### src/rtl/fp_mul_pipe_mf.sv
// Pipelined SIMD multi-format FP multiplier (FP32/TF32/FP16/BF16/E4M3/E5M2) with valid/ready stall.
// Build option: define FPMUL_PIPE_RNE_EN for round-to-nearest-even, otherwise the mantissa is truncated.

module fp_mul_lane #(
  parameter int E          = 8,
  parameter int M          = 23,
  parameter int MAX_EXP    = (1 << E) - 2,
  parameter bit SAT_FINITE = 1'b0
) (
  input  logic [E+M:0] i_a,
  input  logic [E+M:0] i_b,
  output logic [E+M:0] o_p,
  output logic         o_ovf,
  output logic         o_udf
);
  localparam int EW = E + 2;
  localparam logic signed [EW-1:0] BIAS = EW'((1 << (E - 1)) - 1);
  localparam logic signed [EW-1:0] MAXE = EW'(MAX_EXP);
  localparam logic signed [EW-1:0] ONE  = EW'(1);

  logic [2*M+1:0]       w_pa, w_pb;
  logic                 w_hi, w_rnd, w_sign, w_zero;
  logic [M-1:0]         w_mant;
  logic [M:0]           w_mant_r;
  logic signed [EW-1:0] w_exp, w_exp_f;

  assign w_pa   = {{(M+1){1'b0}}, 1'b1, i_a[M-1:0]};
  assign w_pb   = {{(M+1){1'b0}}, 1'b1, i_b[M-1:0]};
  assign w_sign = i_a[E+M] ^ i_b[E+M];
  assign w_zero = (i_a[E+M-1:M] == '0) || (i_b[E+M-1:M] == '0);

`ifdef FPMUL_PIPE_RNE_EN
  logic [2*M+1:0] w_prod;
  assign w_prod = w_pa * w_pb;
  assign w_hi   = w_prod[2*M+1];
  assign w_mant = w_hi ? w_prod[2*M:M+1] : w_prod[2*M-1:M];
  assign w_rnd  = (w_hi ? w_prod[M] : w_prod[M-1]) &
                  ((w_hi ? |w_prod[M-1:0] : |w_prod[M-2:0]) | w_mant[0]);
`else
  // Only the upper half of the product matters when truncating.
  logic [M+1:0] w_ph;
  assign w_ph   = (M+2)'((w_pa * w_pb) >> M);
  assign w_hi   = w_ph[M+1];
  assign w_mant = w_hi ? w_ph[M:1] : w_ph[M-1:0];
  assign w_rnd  = 1'b0;
`endif

  assign w_exp    = EW'(i_a[E+M-1:M]) + EW'(i_b[E+M-1:M]) - BIAS + EW'(w_hi);
  assign w_mant_r = {1'b0, w_mant} + (M+1)'(w_rnd);
  assign w_exp_f  = w_exp + EW'(w_mant_r[M]);

  always_comb begin
    o_p   = {w_sign, w_exp_f[E-1:0], w_mant_r[M-1:0]};
    o_ovf = 1'b0;
    o_udf = 1'b0;
    if (w_zero) begin
      o_p = {w_sign, {(E+M){1'b0}}};
    end else if (w_exp_f > MAXE) begin
      o_ovf = 1'b1;
      o_p   = SAT_FINITE ? {w_sign, {E{1'b1}}, {(M-1){1'b1}}, 1'b0}
                         : {w_sign, {E{1'b1}}, {M{1'b0}}};
    end else if (w_exp_f < ONE) begin
      o_udf = 1'b1;
      o_p   = {w_sign, {(E+M){1'b0}}};
    end
  end
endmodule

module fp_mul_pipe_mf #(
  parameter int NUM_WORDS    = 1,
  parameter int PIPE_STAGES  = 3,
  parameter int CONFIG_WIDTH = 3
) (
  input  logic                      CLK,
  input  logic                      RST,
  input  logic                      IN_VALID,
  output logic                      IN_READY,
  input  logic [32*NUM_WORDS-1:0]   IN1,
  input  logic [32*NUM_WORDS-1:0]   IN2,
  input  logic [CONFIG_WIDTH-1:0]   CONFIG_FP,
  output logic                      OUT_VALID,
  input  logic                      OUT_READY,
  output logic [32*NUM_WORDS-1:0]   OUT,
  output logic [CONFIG_WIDTH-1:0]   OUT_CONFIG,
  output logic [4*NUM_WORDS-1:0]    OUT_OVF,
  output logic [4*NUM_WORDS-1:0]    OUT_UDF
);
  localparam logic [CONFIG_WIDTH-1:0] CONFIG_FP32     = CONFIG_WIDTH'(0);
  localparam logic [CONFIG_WIDTH-1:0] CONFIG_TF32     = CONFIG_WIDTH'(1);
  localparam logic [CONFIG_WIDTH-1:0] CONFIG_FP16     = CONFIG_WIDTH'(2);
  localparam logic [CONFIG_WIDTH-1:0] CONFIG_BF16     = CONFIG_WIDTH'(3);
  localparam logic [CONFIG_WIDTH-1:0] CONFIG_FP8_E4M3 = CONFIG_WIDTH'(4);
  localparam logic [CONFIG_WIDTH-1:0] CONFIG_FP8_E5M2 = CONFIG_WIDTH'(5);
  localparam int DW = 32 * NUM_WORDS;
  localparam int FW = 4 * NUM_WORDS;

  logic [PIPE_STAGES-1:0]  r_vld;
  wire  [PIPE_STAGES-1:0]  w_adv;
  logic [DW-1:0]           r_a, r_b;
  logic [CONFIG_WIDTH-1:0] r_cfg0;
  logic [DW-1:0]           r_out [PIPE_STAGES-1:1];
  logic [CONFIG_WIDTH-1:0] r_cfg [PIPE_STAGES-1:1];
  logic [FW-1:0]           r_ovf [PIPE_STAGES-1:1];
  logic [FW-1:0]           r_udf [PIPE_STAGES-1:1];
  wire  [DW-1:0]           w_res;
  wire  [FW-1:0]           w_ovf, w_udf;

  // A stage moves if any stage at or after it has a hole, or the sink takes the head.
  for (genvar s = 0; s < PIPE_STAGES; s++) begin : g_adv
    assign w_adv[s] = OUT_READY || !(&r_vld[PIPE_STAGES-1:s]);
  end

  for (genvar w = 0; w < NUM_WORDS; w++) begin : g_word
    logic [31:0] w_a, w_b, w_p;
    logic [3:0]  w_o, w_u;
    wire  [31:0] w_p32;
    wire  [18:0] w_ptf;
    wire  [15:0] w_p16 [2];
    wire  [15:0] w_pbf [2];
    wire  [7:0]  w_pe4 [4];
    wire  [7:0]  w_pe5 [4];
    wire         w_o32, w_u32, w_otf, w_utf;
    wire  [1:0]  w_o16, w_u16, w_obf, w_ubf;
    wire  [3:0]  w_oe4, w_ue4, w_oe5, w_ue5;

    assign w_a = r_a[32*w +: 32];
    assign w_b = r_b[32*w +: 32];

    fp_mul_lane #(.E(8), .M(23)) u_fp32 (
      .i_a(w_a), .i_b(w_b), .o_p(w_p32), .o_ovf(w_o32), .o_udf(w_u32));
    fp_mul_lane #(.E(8), .M(10)) u_tf32 (
      .i_a(w_a[31:13]), .i_b(w_b[31:13]), .o_p(w_ptf), .o_ovf(w_otf), .o_udf(w_utf));

    for (genvar k = 0; k < 2; k++) begin : g_half
      fp_mul_lane #(.E(5), .M(10)) u_fp16 (
        .i_a(w_a[16*k +: 16]), .i_b(w_b[16*k +: 16]),
        .o_p(w_p16[k]), .o_ovf(w_o16[k]), .o_udf(w_u16[k]));
      fp_mul_lane #(.E(8), .M(7)) u_bf16 (
        .i_a(w_a[16*k +: 16]), .i_b(w_b[16*k +: 16]),
        .o_p(w_pbf[k]), .o_ovf(w_obf[k]), .o_udf(w_ubf[k]));
    end

    for (genvar k = 0; k < 4; k++) begin : g_byte
      // E4M3 has no infinity; the top exponent code is a normal binade.
      fp_mul_lane #(.E(4), .M(3), .MAX_EXP(15), .SAT_FINITE(1'b1)) u_e4m3 (
        .i_a(w_a[8*k +: 8]), .i_b(w_b[8*k +: 8]),
        .o_p(w_pe4[k]), .o_ovf(w_oe4[k]), .o_udf(w_ue4[k]));
      fp_mul_lane #(.E(5), .M(2)) u_e5m2 (
        .i_a(w_a[8*k +: 8]), .i_b(w_b[8*k +: 8]),
        .o_p(w_pe5[k]), .o_ovf(w_oe5[k]), .o_udf(w_ue5[k]));
    end

    always_comb begin
      w_p = '0;
      w_o = '0;
      w_u = '0;
      case (r_cfg0)
        CONFIG_FP32:     begin w_p = w_p32; w_o = {3'b0, w_o32}; w_u = {3'b0, w_u32}; end
        CONFIG_TF32:     begin w_p = {w_ptf, 13'b0}; w_o = {3'b0, w_otf}; w_u = {3'b0, w_utf}; end
        CONFIG_FP16:     begin w_p = {w_p16[1], w_p16[0]}; w_o = {2'b0, w_o16}; w_u = {2'b0, w_u16}; end
        CONFIG_BF16:     begin w_p = {w_pbf[1], w_pbf[0]}; w_o = {2'b0, w_obf}; w_u = {2'b0, w_ubf}; end
        CONFIG_FP8_E4M3: begin w_p = {w_pe4[3], w_pe4[2], w_pe4[1], w_pe4[0]}; w_o = w_oe4; w_u = w_ue4; end
        CONFIG_FP8_E5M2: begin w_p = {w_pe5[3], w_pe5[2], w_pe5[1], w_pe5[0]}; w_o = w_oe5; w_u = w_ue5; end
        default: ;
      endcase
    end

    assign w_res[32*w +: 32] = w_p;
    assign w_ovf[4*w +: 4]   = w_o;
    assign w_udf[4*w +: 4]   = w_u;
  end

  // Stage 0 holds operands; arithmetic sits between stage 0 and stage 1.
  always_ff @(posedge CLK) begin
    if (RST) begin
      r_vld  <= '0;
      r_a    <= '0;
      r_b    <= '0;
      r_cfg0 <= '0;
      for (int s = 1; s < PIPE_STAGES; s++) begin
        r_out[s] <= '0;
        r_cfg[s] <= '0;
        r_ovf[s] <= '0;
        r_udf[s] <= '0;
      end
    end else begin
      if (w_adv[0]) begin
        r_vld[0] <= IN_VALID;
        if (IN_VALID) begin
          r_a    <= IN1;
          r_b    <= IN2;
          r_cfg0 <= CONFIG_FP;
        end
      end
      if (w_adv[1]) begin
        r_vld[1] <= r_vld[0];
        if (r_vld[0]) begin
          r_out[1] <= w_res;
          r_cfg[1] <= r_cfg0;
          r_ovf[1] <= w_ovf;
          r_udf[1] <= w_udf;
        end
      end
      for (int s = 2; s < PIPE_STAGES; s++) begin
        if (w_adv[s]) begin
          r_vld[s] <= r_vld[s-1];
          if (r_vld[s-1]) begin
            r_out[s] <= r_out[s-1];
            r_cfg[s] <= r_cfg[s-1];
            r_ovf[s] <= r_ovf[s-1];
            r_udf[s] <= r_udf[s-1];
          end
        end
      end
    end
  end

  assign IN_READY   = w_adv[0];
  assign OUT_VALID  = r_vld[PIPE_STAGES-1];
  assign OUT        = r_out[PIPE_STAGES-1];
  assign OUT_CONFIG = r_cfg[PIPE_STAGES-1];
  assign OUT_OVF    = r_ovf[PIPE_STAGES-1];
  assign OUT_UDF    = r_udf[PIPE_STAGES-1];
endmodule

### config.mk
export PLATFORM = sky130hd
export DESIGN_NAME = fp_mul_pipe_mf
export DESIGN_NICKNAME = d
export VERILOG_FILES = /design/src/rtl/fp_mul_pipe_mf.sv
export SDC_FILE = /design/constraint.sdc
export NUM_CORES = 2
export LEC_CHECK = 0
export BUFFER_PORTS_ARGS = -buffer_cell sky130_fd_sc_hd__buf_2
export CAP_MARGIN = 0
export CORE_MARGIN = 2
export CORE_UTILIZATION = 45
export CTS_CLUSTER_DIAMETER = 40
export DETAILED_ROUTE_END_ITERATION = 7
export PLACE_DENSITY = 0.69
export SLEW_MARGIN = 10
export SYNTH_ARGS = -nofsm -noshare
export SYNTH_HDL_FRONTEND = slang
export SYNTH_SLANG_ARGS = --single-unit
### constraint.sdc
create_clock -name CLK -period 18.5 [get_ports CLK]
set_clock_uncertainty 0.2 [all_clocks]
set_input_delay 5.55 -clock CLK [delete_from_list [all_inputs] [get_ports CLK]]
set_output_delay 5.55 -clock CLK [all_outputs]
set_load 0.01 [all_outputs]
* Word-level counts from Yosys, hierarchy flattened
Memory sizes are Yosys's and may differ from the RTL's. Cells that the tools add are included.
Word-level totals: output and inout port bits 45, word-level logic and storage cells 290, bits in registers 70, memories kept 4, RAM bits 86, bits of input ports 71
Memory list:
- r_out | words 2, bits a word 32, rd ports 2, clocked after Yosys merged registers in 0, wr ports 2, line 101 | logic [DW-1:0] r_out [PIPE_STAGES-1:1];
- r_ovf | words 2, bits a word 4, rd ports 2, clocked after Yosys merged registers in 0, wr ports 2, line 103 | logic [FW-1:0] r_ovf [PIPE_STAGES-1:1];
- r_udf | words 2, bits a word 4, rd ports 2, clocked after Yosys merged registers in 0, wr ports 2, line 104 | logic [FW-1:0] r_udf [PIPE_STAGES-1:1];
- r_cfg | words 2, bits a word 3, rd ports 2, clocked after Yosys merged registers in 0, wr ports 2, line 102 | logic [CONFIG_WIDTH-1:0] r_cfg [PIPE_STAGES-1:1];
Operators by class: add/sub/neg operators 34, order comparisons 28, equality and inequality tests 5, mux-type cells 147, reduce and logical (&&, ||, !) cells 40, multiply operators 14, bitwise operators 12
Operator list (count):
- 32-bit case mux with 6 select lines | 1
- 7-bit 2-to-1 mux | 26
- 15-bit 2-to-1 mux | 12
- 31-bit 2-to-1 mux | 3
- 1-bit 2-to-1 mux | 80
- 11-bit by 11-bit multiplier with 22-bit output | 3
- 32-bit 2-to-1 mux | 2
- 18-bit 2-to-1 mux | 3
- 24-bit by 24-bit multiplier with 48-bit output | 1
- 4-bit case mux with 6 select lines | 2
- 7-bit by 1-bit adder with 7-bit output | 6
- 7-bit by 6-bit greater-than comparator with 1-bit output (second input constant) | 6
- 7-bit by 2-bit less-than comparator with 1-bit output (second input constant) | 6
- 10-bit by 1-bit adder with 10-bit output | 4
- 10-bit by 9-bit greater-than comparator with 1-bit output (second input constant) | 4
- 5-bit logical NOT | 8
- 10-bit by 2-bit less-than comparator with 1-bit output (second input constant) | 4
- 4-bit logical NOT | 8
- 8-bit logical NOT | 4
- 4-bit by 4-bit multiplier with 8-bit output | 4
- 8-bit by 8-bit multiplier with 16-bit output | 2
- 10-bit 2-to-1 mux | 3
- 7-bit by 4-bit subtractor with 7-bit output (second input constant) | 4
- 5-bit by 5-bit adder with 6-bit output | 4
- 22 further kinds | 80

* Logic depth before layout (Yosys ltp)
depth after elaboration 9, gate-level depth with buffers 40, depth with buffers taken out 36

* Hierarchy
Synthesis repeated with hierarchy kept, for this count alone.
Second synthesis, totals: cells, all modules 6131, area total of the unflattened synthesis 53089.7 um^2
By module, submodules not included:
- fp_mul_lane at g_word[0].u_fp32 | times used 1, cells each 2219, area each 19261.0 um^2, seq. area each 0.0 um^2
- fp_mul_lane at g_word[0].g_half[0].u_fp16 ... | times used 2, cells each 556, area each 4508.1 um^2, seq. area each 0.0 um^2
- fp_mul_pipe_mf | times used 1, cells each 734, area each 7982.7 um^2, seq. area each 3983.8 um^2
- fp_mul_lane at g_word[0].u_tf32 | times used 1, cells each 565, area each 4703.3 um^2, seq. area each 0.0 um^2
- fp_mul_lane at g_word[0].g_byte[0].u_e4m3 ... | times used 4, cells each 109, area each 874.6 um^2, seq. area each 0.0 um^2
- fp_mul_lane at g_word[0].g_half[1].u_bf16 | times used 1, cells each 356, area each 2949.1 um^2, seq. area each 0.0 um^2
- fp_mul_lane at g_word[0].g_byte[0].u_e5m2 ... | times used 4, cells each 92, area each 726.9 um^2, seq. area each 0.0 um^2
- fp_mul_lane at g_word[0].g_half[0].u_bf16 | times used 1, cells each 341, area each 2771.4 um^2, seq. area each 0.0 um^2

* Worst setup path after synthesis
No wires, ideal clock.
kind in2out, from input port OUT_READY, to output port IN_READY, path buffers 0, arrival 5.983 ns, data required time 12.750 ns, stages on the path 2, path slack 6.767 ns, path through nor2b_1 > nand3_1
Between the ends: cells in the longest elaborated chain, start to end 1
RTL lines:
- from (decl) | line 82 | input logic OUT_READY,
- 1-bit logical OR | line 110 | assign w_adv[s] = OUT_READY || !(&r_vld[PIPE_STAGES-1:s]);
- to (decl) | line 77 | output logic IN_READY,
No other way between the ends.

==> flow_metrics.env <==
export IMPL_status="finished clean"
export IMPL_tightestPinTransition_ns=1.10
export IMPL_hold_viol=0
export IMPL_met1Wirelength_mm=53.8
export IMPL_cts_buffers_inserted=17
export IMPL_synth_area_top_cells="fa_1 35%, ha_1 13%, inv_1 9.0%, edfxtp_1 5.9%, nand2_1 4.6%"
export IMPL_gp_congestion=0.986
export IMPL_drv_slew=0
export IMPL_dr_pass1_iters=6
export IMPL_io_pins=116
export IMPL_clk_path_buf_depth=2
export IMPL_grt_pass1_vias=37300
export IMPL_dieArea_um2=99000
export IMPL_htreeDepth=4
export IMPL_dr_wl_met3_mm=11.7
export IMPL_grt_pass1_wl_mm=213
export IMPL_power_density_nw_per_um2=41.8
export IMPL_portBuffers=115
export IMPL_critical_path_slowest_cell="dfxtp_1"
export IMPL_synth_top_family_by_area="adder cells"
export IMPL_async_flop_share=0
export IMPL_hold_ws_ns=0.259
export IMPL_min_period_ns=12.52
export IMPL_synth_seq_cells=156
export IMPL_core_area_um2=95300
export IMPL_rsz0062_at_grt="no"
export IMPL_cts_sinks=156
export IMPL_layout_nets=6285
export IMPL_synth_area_mux_share=0.0133
export IMPL_tns_ns=0
export IMPL_totalWireLength_mm=135
export IMPL_grt_use_total=0.282
export IMPL_std_cell_rows=113
export IMPL_yosys_area_top_type="fa_1"
export IMPL_synth_distinct_cells=113
export IMPL_drive_gt1_frac=0.0600
export IMPL_cp_max_fo=32
export IMPL_required_ns=18.51
export IMPL_hold_depth=2
export IMPL_die_w_um=315
export IMPL_start_util=0.456
export IMPL_min_path_type="reg -> reg"
export IMPL_cap_violations=0
export IMPL_clock_latency_ns=0.52
export IMPL_synth_cell_area_um2=43400
export IMPL_dp_hpwl_mm=109
export IMPL_synth_simple_gate_area_share=0.161
export IMPL_antenna_found_initial=7
export IMPL_syn_instance_count=4998
export IMPL_p_leak_nw=23.3
export IMPL_synthFlopType="edfxtp_1"
export IMPL_drcViolationCount=0
export IMPL_area_growth_syn_to_layout_pct=5.92
export IMPL_grt_max_degree=68
export IMPL_synth_compound_area_frac=0.117
export IMPL_avgRoutedWirePerCell_um=21.5
export IMPL_critPathLaunchType="register"
export IMPL_ys_warn_count=0
export IMPL_fin_crit_sh=0.677
export IMPL_cts_resized=0
export IMPL_die_h_um=315
export IMPL_yosysSeqAreaShare=0.0917
export IMPL_synth_top_area_frac=0.346
export IMPL_cts_tree="yes"
export IMPL_postCtsHoldBufs=0
export IMPL_ant_nets=0
export IMPL_cts_setup_buffers=0
export IMPL_synthAdderAreaFrac=0.474
export IMPL_synth_nets=6265
export IMPL_route_met2_wl_mm=63.5
export IMPL_place_inst=6264
export IMPL_synth_xor_area_frac=0.0344
export IMPL_fin_util=0.483
export IMPL_top_layer_used="met5"
export IMPL_maxSlewHeadroom=0.247
export IMPL_critical_path_class="reg -> reg"
export IMPL_vdd_drop_max_v=0.0000922
export IMPL_synth_avg_cell_area_um2=8.69
export IMPL_synth_edf_count=86
export IMPL_num_vias=35700
export IMPL_via_per_inst=5.66
export IMPL_max_stage_delay_ns=1.00
export IMPL_arrival_ns=12.54
export IMPL_fmax_mhz=79.8
export IMPL_clk_pin_slew_ns=0.09
export IMPL_drt_iter0_drc=3177
export IMPL_end_kind="register"
export IMPL_fin_cells=6296
export IMPL_finalSetupViolCount=0
export IMPL_diodes=0
export IMPL_ctsRootBufferMaster="clkbuf_16"
export IMPL_reg2regPathDepth=37
export IMPL_grt_overflow=0
-- synth_stat cells (12+ instances only) --
library cell / number
fa_1: 751
nor2b_1: 22
o211ai_1: 26
o31ai_1: 19
or4_1: 14
mux2i_1: 33
o22ai_1: 22
xor2_1: 54
ha_1: 445
a211oi_1: 26
clkbuf_1: 162
mux2_2: 22
or3_1: 30
nor2_1: 266
or2_2: 12
and3_1: 26
o21ai_0: 100
inv_1: 1037
nand3_1: 65
nor4_1: 14
nand2b_1: 23
a41oi_1: 16
o21a_1: 26
a21o_1: 66
dfxtp_1: 70
a221oi_1: 13
nand2_1: 535
xnor2_1: 99
clkinv_1: 14
a21oi_1: 230
edfxtp_1: 86
a31oi_1: 49
and2_1: 272
nor3_1: 84
nand4_1: 28
-- power breakdown --
group | total [mW] | internal [mW] | switching (mW)
logic | 1.13 | 0.404 | 0.725
registers | 0.401 | 0.384 | 0.0165
clock network | 0.394 | 0.199 | 0.195
total | 1.92 | 0.987 | 0.936
-- flip-flops by register name, indices dropped and copies added (netlist names) --
name	flops
g_word.w_a	32
g_word.w_b	32
r_cfg	6
r_udf	8
r_out	64
r_ovf	8
r_vld	3
r_cfg0	3
-- stage by stage --
stage                     setup slack, ns  power, mW  cell area, um^2
after detailed placement             6.35       1.51            45400
after CTS                            6.35       1.91            46000
final                                5.98       1.92            46000
after global routing                 5.31       2.06            46000
after global placement               6.38       1.50            45400
after floorplan                      6.77       1.18            43400
-- path summary, 6_finish.rpt --
check	start	endpoint	slack (ns)
setup / recovery	g_word[0].w_a[10]$_SDFFE_PP0P_	r_out[1][26]$_SDFFCE_PN0P_	5.98
hold / removal	g_word[0].w_a[23]$_SDFFE_PP0P_	g_word[0].w_a[23]$_SDFFE_PP0P_	0.26
setup reg to reg	g_word[0].w_a[10]$_SDFFE_PP0P_	r_out[1][26]$_SDFFCE_PN0P_	5.98
hold reg to reg	g_word[0].w_a[23]$_SDFFE_PP0P_	g_word[0].w_a[23]$_SDFFE_PP0P_	0.26
-- area by class of cell --
class,count,area (um^2)
Tap cell,1265,1580
Multi-Input combinational cell,3607,34800
Clock buffer,19,454
Sequential cell,156,3980
Clock inverter,13,151
Fill cell,9205,49300
Inverter,1054,3960
Timing Repair Buffer,182,1080
-- logic make-up after synthesis --
family / Yosys count
adder cells (fa/ha/maj): 1196
AO/OA/AOI/OAI: 754
flip-flops: 156
XOR/XNOR: 160
AND/OR/NAND/NOR: 1442
buffers and inverters: 1235
multiplexers: 55
-- critical path, delay by kind of cell, from the launching register on --
family | cells | cell delay (ns)
flops | 1 | 1.00
buf+inv | 9 | 1.69
compound gates | 9 | 2.88
simple gates | 8 | 1.68
xor+xnor | 1 | 0.22
fa+ha+maj | 10 | 4.53
-- cells in the final DEF (no fill, tap or decap), types with 16 or more instances in the layout --
cell	instances
nor2_1	265
or3_1	30
clkbuf_16	18
dfxtp_1	70
o211ai_1	26
buf_2	114
ha_1	445
nand3_1	65
mux2_2	22
a21o_1	66
buf_4	68
o22ai_1	22
xor2_1	54
a21oi_1	230
nor3_1	84
nand2b_1	21
xnor2_1	99
inv_1	1037
o21a_1	26
nor2b_1	22
nand4_1	28
a211oi_1	26
mux2i_1	33
edfxtp_1	86
and3_1	26
o21ai_0	100
fa_1	751
a31oi_1	48
o31ai_1	19
a41oi_1	16
nand2_1	534
and2_1	272
-- per-layer routing --
| layer | GRT usage | vias up |
|---|---|---|
| met5 | 0 | - |
| met4 | 0.115 | 8 |
| met3 | 0.0550 | 337 |
| met2 | 0.464 | 1511 |
| met1 | 0.363 | 17800 |
| li1 | - | 16000 |
(Power assumes the default switching activity.)
